[src/rtl/onehot_index_encoder_if.sv]
// onehot_index_encoder_if
//   Request + index-stream bundle for onehot_index_encoder.
//   start/din       : encode request (din latched on accepted start)
//   out_valid/out_index/out_ready : index stream, one handshake per index
// Modports:
//   master : the encoder (consumes the request, sources the index stream)
//   slave  : the requester/consumer side
interface onehot_index_encoder_if;
  logic       start;
  logic [7:0] din;
  logic       out_valid;
  logic [2:0] out_index;
  logic       out_ready;

  modport master (
    input  start, din, out_ready,
    output out_valid, out_index
  );

  modport slave (
    output start, din, out_ready,
    input  out_valid, out_index
  );
endinterface

[src/rtl/onehot_index_encoder.sv]
// onehot_index_encoder
//   Turns an 8-bit vector into the stream of 3-bit indices that rebuilds it
//   under the LED toggle-decode rule (index 0 -> bit 7, index 7 -> bit 0),
//   highest set bit first. Emitted indices are logged in an 8-entry table.
// Ports:
//   clk, rst      : clock, async active-high reset
//   bus (master)  : start/din request, out_valid/out_index/out_ready stream
//   busy, done    : busy in SCAN/DONE, done is a one-cycle end pulse
//   count, parity : indices emitted in current/last encode, count[0]
//   rd_addr/rd_data : registered table read port (1-cycle latency)
//   pb1, led      : LED select, registered LED value
module onehot_index_encoder (
  input  logic                          clk,
  input  logic                          rst,
  onehot_index_encoder_if.master        bus,
  output logic                          busy,
  output logic                          done,
  output logic [3:0]                    count,
  output logic                          parity,
  input  logic [2:0]                    rd_addr,
  output logic [2:0]                    rd_data,
  input  logic                          pb1,
  output logic [7:0]                    led
);

  typedef enum logic [1:0] {IDLE, SCAN, DONE} state_t;

  state_t     state_q, state_d;
  logic [7:0] vec_q, vec_d;
  logic [7:0] work_q, work_d;
  logic [3:0] count_q, count_d;
  logic [2:0] rd_data_q, rd_data_d;
  logic [7:0] led_q, led_d;
  logic [2:0] mem_q [8];

  logic [2:0] hi_pos;
  logic [2:0] cur_index;
  logic       hs;
  logic       mem_we;

  // Highest set bit of the remaining work. With work empty this falls back
  // to 7, so out_index idles at 0 (matches the reset value).
  always_comb begin
    hi_pos = 3'd7;
    for (int i = 0; i < 8; i++)
      if (work_q[i]) hi_pos = 3'(i);
  end

  assign cur_index = ~hi_pos;  // 7 - hi_pos
  assign hs        = (state_q == SCAN) && bus.out_ready;

  always_comb begin
    state_d = state_q;
    vec_d   = vec_q;
    work_d  = work_q;
    count_d = count_q;
    mem_we  = 1'b0;
    case (state_q)
      IDLE: begin
        if (bus.start) begin
          vec_d   = bus.din;
          work_d  = bus.din;
          count_d = 4'd0;
          state_d = (bus.din != 8'd0) ? SCAN : DONE;
        end
      end
      SCAN: begin
        if (hs) begin
          mem_we  = 1'b1;
          count_d = count_q + 4'd1;
          work_d  = work_q & ~(8'h01 << hi_pos);
          if (work_d == 8'd0) state_d = DONE;
        end
      end
      DONE:    state_d = IDLE;
      default: state_d = IDLE;
    endcase
  end

  // LED reflects registered vec/parity, so it trails them by one cycle.
  always_comb begin
    rd_data_d = mem_q[rd_addr];
    led_d     = pb1 ? {7'd0, count_q[0]} : vec_q;
  end

  always_ff @(posedge clk or posedge rst) begin
    if (rst) begin
      state_q   <= IDLE;
      vec_q     <= 8'd0;
      work_q    <= 8'd0;
      count_q   <= 4'd0;
      rd_data_q <= 3'd0;
      led_q     <= 8'd0;
    end else begin
      state_q   <= state_d;
      vec_q     <= vec_d;
      work_q    <= work_d;
      count_q   <= count_d;
      rd_data_q <= rd_data_d;
      led_q     <= led_d;
    end
  end

  // Table is not reset; a same-cycle read of the written entry sees old data.
  always_ff @(posedge clk) begin
    if (mem_we) mem_q[count_q[2:0]] <= cur_index;
  end

  assign bus.out_valid = (state_q == SCAN);
  assign bus.out_index = cur_index;
  assign busy          = (state_q != IDLE);
  assign done          = (state_q == DONE);
  assign count         = count_q;
  assign parity        = count_q[0];
  assign rd_data       = rd_data_q;
  assign led           = led_q;

endmodule

[src/flat_wrapper.sv]
// flat-port wrapper written by rule: the top's interface ports become plain ports
module onehot_index_encoder_flat 
  (clk, rst, busy, done, count, parity, rd_addr, rd_data, pb1, led, bus_start, bus_din, bus_out_ready, bus_out_valid, bus_out_index);
  onehot_index_encoder_if bus_i ();
  input  logic clk;
  input  logic rst;
  output logic busy;
  output logic done;
  output logic [3:0] count;
  output logic parity;
  input  logic [2:0] rd_addr;
  output logic [2:0] rd_data;
  input  logic pb1;
  output logic [7:0] led;
  input wire logic [$bits(bus_i.start)-1:0] bus_start;
  input wire logic [$bits(bus_i.din)-1:0] bus_din;
  input wire logic [$bits(bus_i.out_ready)-1:0] bus_out_ready;
  output wire logic [$bits(bus_i.out_valid)-1:0] bus_out_valid;
  output wire logic [$bits(bus_i.out_index)-1:0] bus_out_index;
  assign bus_i.start = bus_start;
  assign bus_i.din = bus_din;
  assign bus_i.out_ready = bus_out_ready;
  assign bus_out_valid = bus_i.out_valid;
  assign bus_out_index = bus_i.out_index;
  onehot_index_encoder u_core (.clk(clk), .rst(rst), .bus(bus_i), .busy(busy), .done(done), .count(count), .parity(parity), .rd_addr(rd_addr), .rd_data(rd_data), .pb1(pb1), .led(led));
endmodule
[config.mk]
export PLATFORM = sky130hd
export DESIGN_NAME = onehot_index_encoder_flat
export DESIGN_NICKNAME = d
export VERILOG_FILES = /design/src/rtl/onehot_index_encoder_if.sv /design/src/rtl/onehot_index_encoder.sv /design/src/flat_wrapper.sv
export SDC_FILE = /design/constraint.sdc
export NUM_CORES = 1
export LEC_CHECK = 0
export CAP_MARGIN = 15
export CORE_MARGIN = 2
export CORE_UTILIZATION = 35
export DETAILED_ROUTE_END_ITERATION = 10
export PLACE_DENSITY = 0.58
export SYNTH_ARGS = -nofsm -noshare
export SYNTH_HDL_FRONTEND = slang
export SYNTH_SLANG_ARGS = --single-unit
[constraint.sdc]
create_clock -name clk -period 1.95 [get_ports clk]
set_input_delay 0.39 -clock clk [delete_from_list [all_inputs] [get_ports clk]]
set_output_delay 0.39 -clock clk [all_outputs]
set_load 0.05 [all_outputs]
==> flow_metrics.env <==
export IMPL_crit_family="simple AND/OR/NAND/NOR gates"
export IMPL_drtIter0Drc=112
export IMPL_arrival_ns=1.58
export IMPL_vias_per_cell=4.929
export IMPL_hold_path_class="in2async"
export IMPL_setup_slack_ns=-0.02270
export IMPL_crit_chain="or4_4 -> nor2_4 -> buf_12"
export IMPL_yosysWarnings=0
export IMPL_ys_seq_elements=57
export IMPL_pin_count=38
export IMPL_seqCellArea_um2=1551
export IMPL_dieHeight_um=86.98
export IMPL_maxSlewViolCount=0
export IMPL_wl_per_cell_um=15.12
export IMPL_fin_util=0.4922
export IMPL_die_x_um=86.98
export IMPL_gp_congestion=0.7724
export IMPL_place_hpwl_um=3600
export IMPL_slew_headroom=0.6640
export IMPL_start_kind="flip-flop"
export IMPL_reg2reg_to="u_core.work_q[0]$_DFFE_PP0P_"
export IMPL_synth_edf_count=24
export IMPL_drt_antenna_violating_nets=0
export IMPL_fmax_mhz=506.9
export IMPL_final_nets=271
export IMPL_rows=30
export IMPL_drc=0
export IMPL_clockBufferDepth=2
export IMPL_power_density_nw_per_um2=1770
export IMPL_synth_xor_area_frac=0.007269
export IMPL_grt_pass1_vias=1618
export IMPL_grt_remaining_overflow=0
export IMPL_worstSetupEndpointType="output port"
export IMPL_num_fill_cells=597
export IMPL_clock_sinks=57
export IMPL_grt_use_met2=0.2200
export IMPL_grt_pass1_wl_um=8293
export IMPL_syn_nets=206
export IMPL_portBuffers=37
export IMPL_htree_levels=3
export IMPL_synth_compound_area_frac=0.06698
export IMPL_busiest_layer="met2"
export IMPL_clk_latency_ns=0.35
export IMPL_use_met1=0.2032
export IMPL_finalClockSkew_ns=0.007578
export IMPL_yosysUniqueCellTypes=41
export IMPL_r2r_slack_ns=0.34
export IMPL_synth_top_family_by_area="simple AND/OR/NAND/NOR gates"
export IMPL_first_pass_iters=4
export IMPL_fin_area_um2=3307
export IMPL_tightestPinTransition_ns=0.5032
export IMPL_reg2reg_depth=5
export IMPL_cts_root_buf="clkbuf_8"
export IMPL_postCtsHoldBufs=0
export IMPL_area_delta_synth_final_pct=37.23
export IMPL_drive_above_1_share=0.2934
export IMPL_initial_core_util=0.3587
export IMPL_diodes=0
export IMPL_antenna_found_initial=0
export IMPL_cts_buffers=9
export IMPL_finalPower_mw=5.854
export IMPL_path_clk_slew_ns=0.07
export IMPL_synthMuxAreaShare=0.07477
export IMPL_multi_input_area_um2=842.1
export IMPL_met3_usage=0.04455
export IMPL_async_flop_share=0.5789
export IMPL_synth_area_um2=2410
export IMPL_yosysSeqAreaShare=0.6417
export IMPL_critPathSlowestCell="or4_4"
export IMPL_leakage_nw=1.421
export IMPL_cp_max_fo=2
export IMPL_synth_flop_cell="dfrtp_1"
export IMPL_cp_required_ns=1.56
export IMPL_via_count=1671
export IMPL_fin_crit_ns=1.973
export IMPL_totalWireLength_um=5127
export IMPL_grt_usage=0.1498
export IMPL_place_area_um2=3028
export IMPL_synth_cells=189
export IMPL_fin_crit_sh=1.012
export IMPL_cts_tree="built"
export IMPL_critPathKind="reg2out"
export IMPL_hold_worst_slack_ns=0.4357
export IMPL_layout_common_cells="nand2_1, dfrtp_1, buf_4"
export IMPL_status="finished with violations"
export IMPL_cap_violations=0
export IMPL_synth_adder_area_share=0.009346
export IMPL_r2r_start="u_core.work_q[5]$_DFFE_PP0P_"
export IMPL_synthSimpleGateAreaFrac=0.1786
export IMPL_die_area_um2=7565
export IMPL_finalSetupViolCount=1
export IMPL_irDropWorstVdd_uv=971.3
export IMPL_hold_viol_final=0
export IMPL_coreArea_um2=6719
export IMPL_violations="setup timing"
export IMPL_grt_max_degree=34
export IMPL_slowest_delay_ns=0.54
export IMPL_rsz0062_at_grt="yes"
export IMPL_mostFrequentLayoutCell="nand2_1"
export IMPL_syn_avg_cell_area_um2=12.75
export IMPL_crit_buf_inv=1
[cells in the mapped netlist, types with 3 or more instances]
cell	number	share of area
nor3_1	4	0.0083
nor2b_1	9	0.023
dfrtp_1	33	0.34
inv_1	3	0.0047
nand2_1	34	0.053
a21oi_1	5	0.010
o21ai_1	5	0.010
nand2b_1	5	0.013
o211ai_1	3	0.0093
mux2_2	4	0.019
nor2_1	14	0.022
edfxtp_1	24	0.30
a22o_1	3	0.011
mux4_2	6	0.056
nand3_1	3	0.0062
[cells by family after synthesis]
kind of cell | count (synthesis)
AND/OR/NAND/NOR | 84
flip-flops | 57
AO/OA/AOI/OAI | 24
buffers and inverters | 10
multiplexers | 10
XOR/XNOR | 2
adder cells (fa/ha/maj) | 2
[per-stage QoR]
step	worst slack, ns	cells	TNS [ns]
global route	-0.07795	339	-0.1129
detailed placement	0.02415	317	0
CTS	-0.04661	337	-0.05838
floorplan	-0.05204	189	-0.05204
global placement	0.04910	317	0
finish	-0.02270	339	-0.02270
[state kept, by name, summed over array words and instances, names as in the netlist]
register and count:
u_core.rd_data 3, u_core.mem_q 24, u_core.state_q 2, u_core.led 8, u_core.count 4, u_core.vec_q 8, u_core.work_q 8
[routing by layer]
layer,part of all wire,vias to the layer above,wire [um]
met2,0.47,43,2389
met4,0.018,0,92
met5,0,-,0
met1,0.46,818,2377
met3,0.052,7,268
li1,-,803,-
[layout make-up]
type	instances	area share
multi-input cells	122	0.2546
well taps	80	0.03027
clock buffers	9	0.03746
inverters	4	0.004540
flip-flops and latches	57	0.4692
clock inverters	7	0.02384
repair buffers	60	0.1801
[report_power, final]
| group | internal (mW) | total, mW | switching [mW] |
|---|---|---|---|
| clock network | 0.599 | 1.12 | 0.524 |
| logic | 1.19 | 2.80 | 1.61 |
| registers | 1.71 | 1.93 | 0.224 |
| total | 3.49 | 5.85 | 2.36 |
[tightest hold or removal path: stages]
cell             delay (ns)
clkdlybuf4s50_1        0.39
inv_1                  0.05
buf_4                  0.38
[worst max path at each step]
stage	depth (start not counted)	slack [ns]	from	endpoint
floorplan	3	-0.05	u_core.work_q[4]$_DFFE_PP0P_	bus_out_index[2]
global placement	4	0.05	rd_addr[0]	u_core.rd_data[1]$_DFF_PP0_
detailed placement	4	0.02	rd_addr[0]	u_core.rd_data[0]$_DFF_PP0_
CTS	3	-0.05	u_core.work_q[5]$_DFFE_PP0P_	bus_out_index[2]
global route	3	-0.08	u_core.work_q[7]$_DFFE_PP0P_	bus_out_index[2]
finish	3	-0.02	u_core.work_q[5]$_DFFE_PP0P_	bus_out_index[2]
[timing repair]
item | CTS | global route
buffers inserted | 4 | 2
setup endpoints to repair | 2 | 5
pin swaps | 5 | 2
gates resized for setup | 5 | 5
endpoints found under the hold margin | 0 | 0
(Power assumes the default switching activity.)
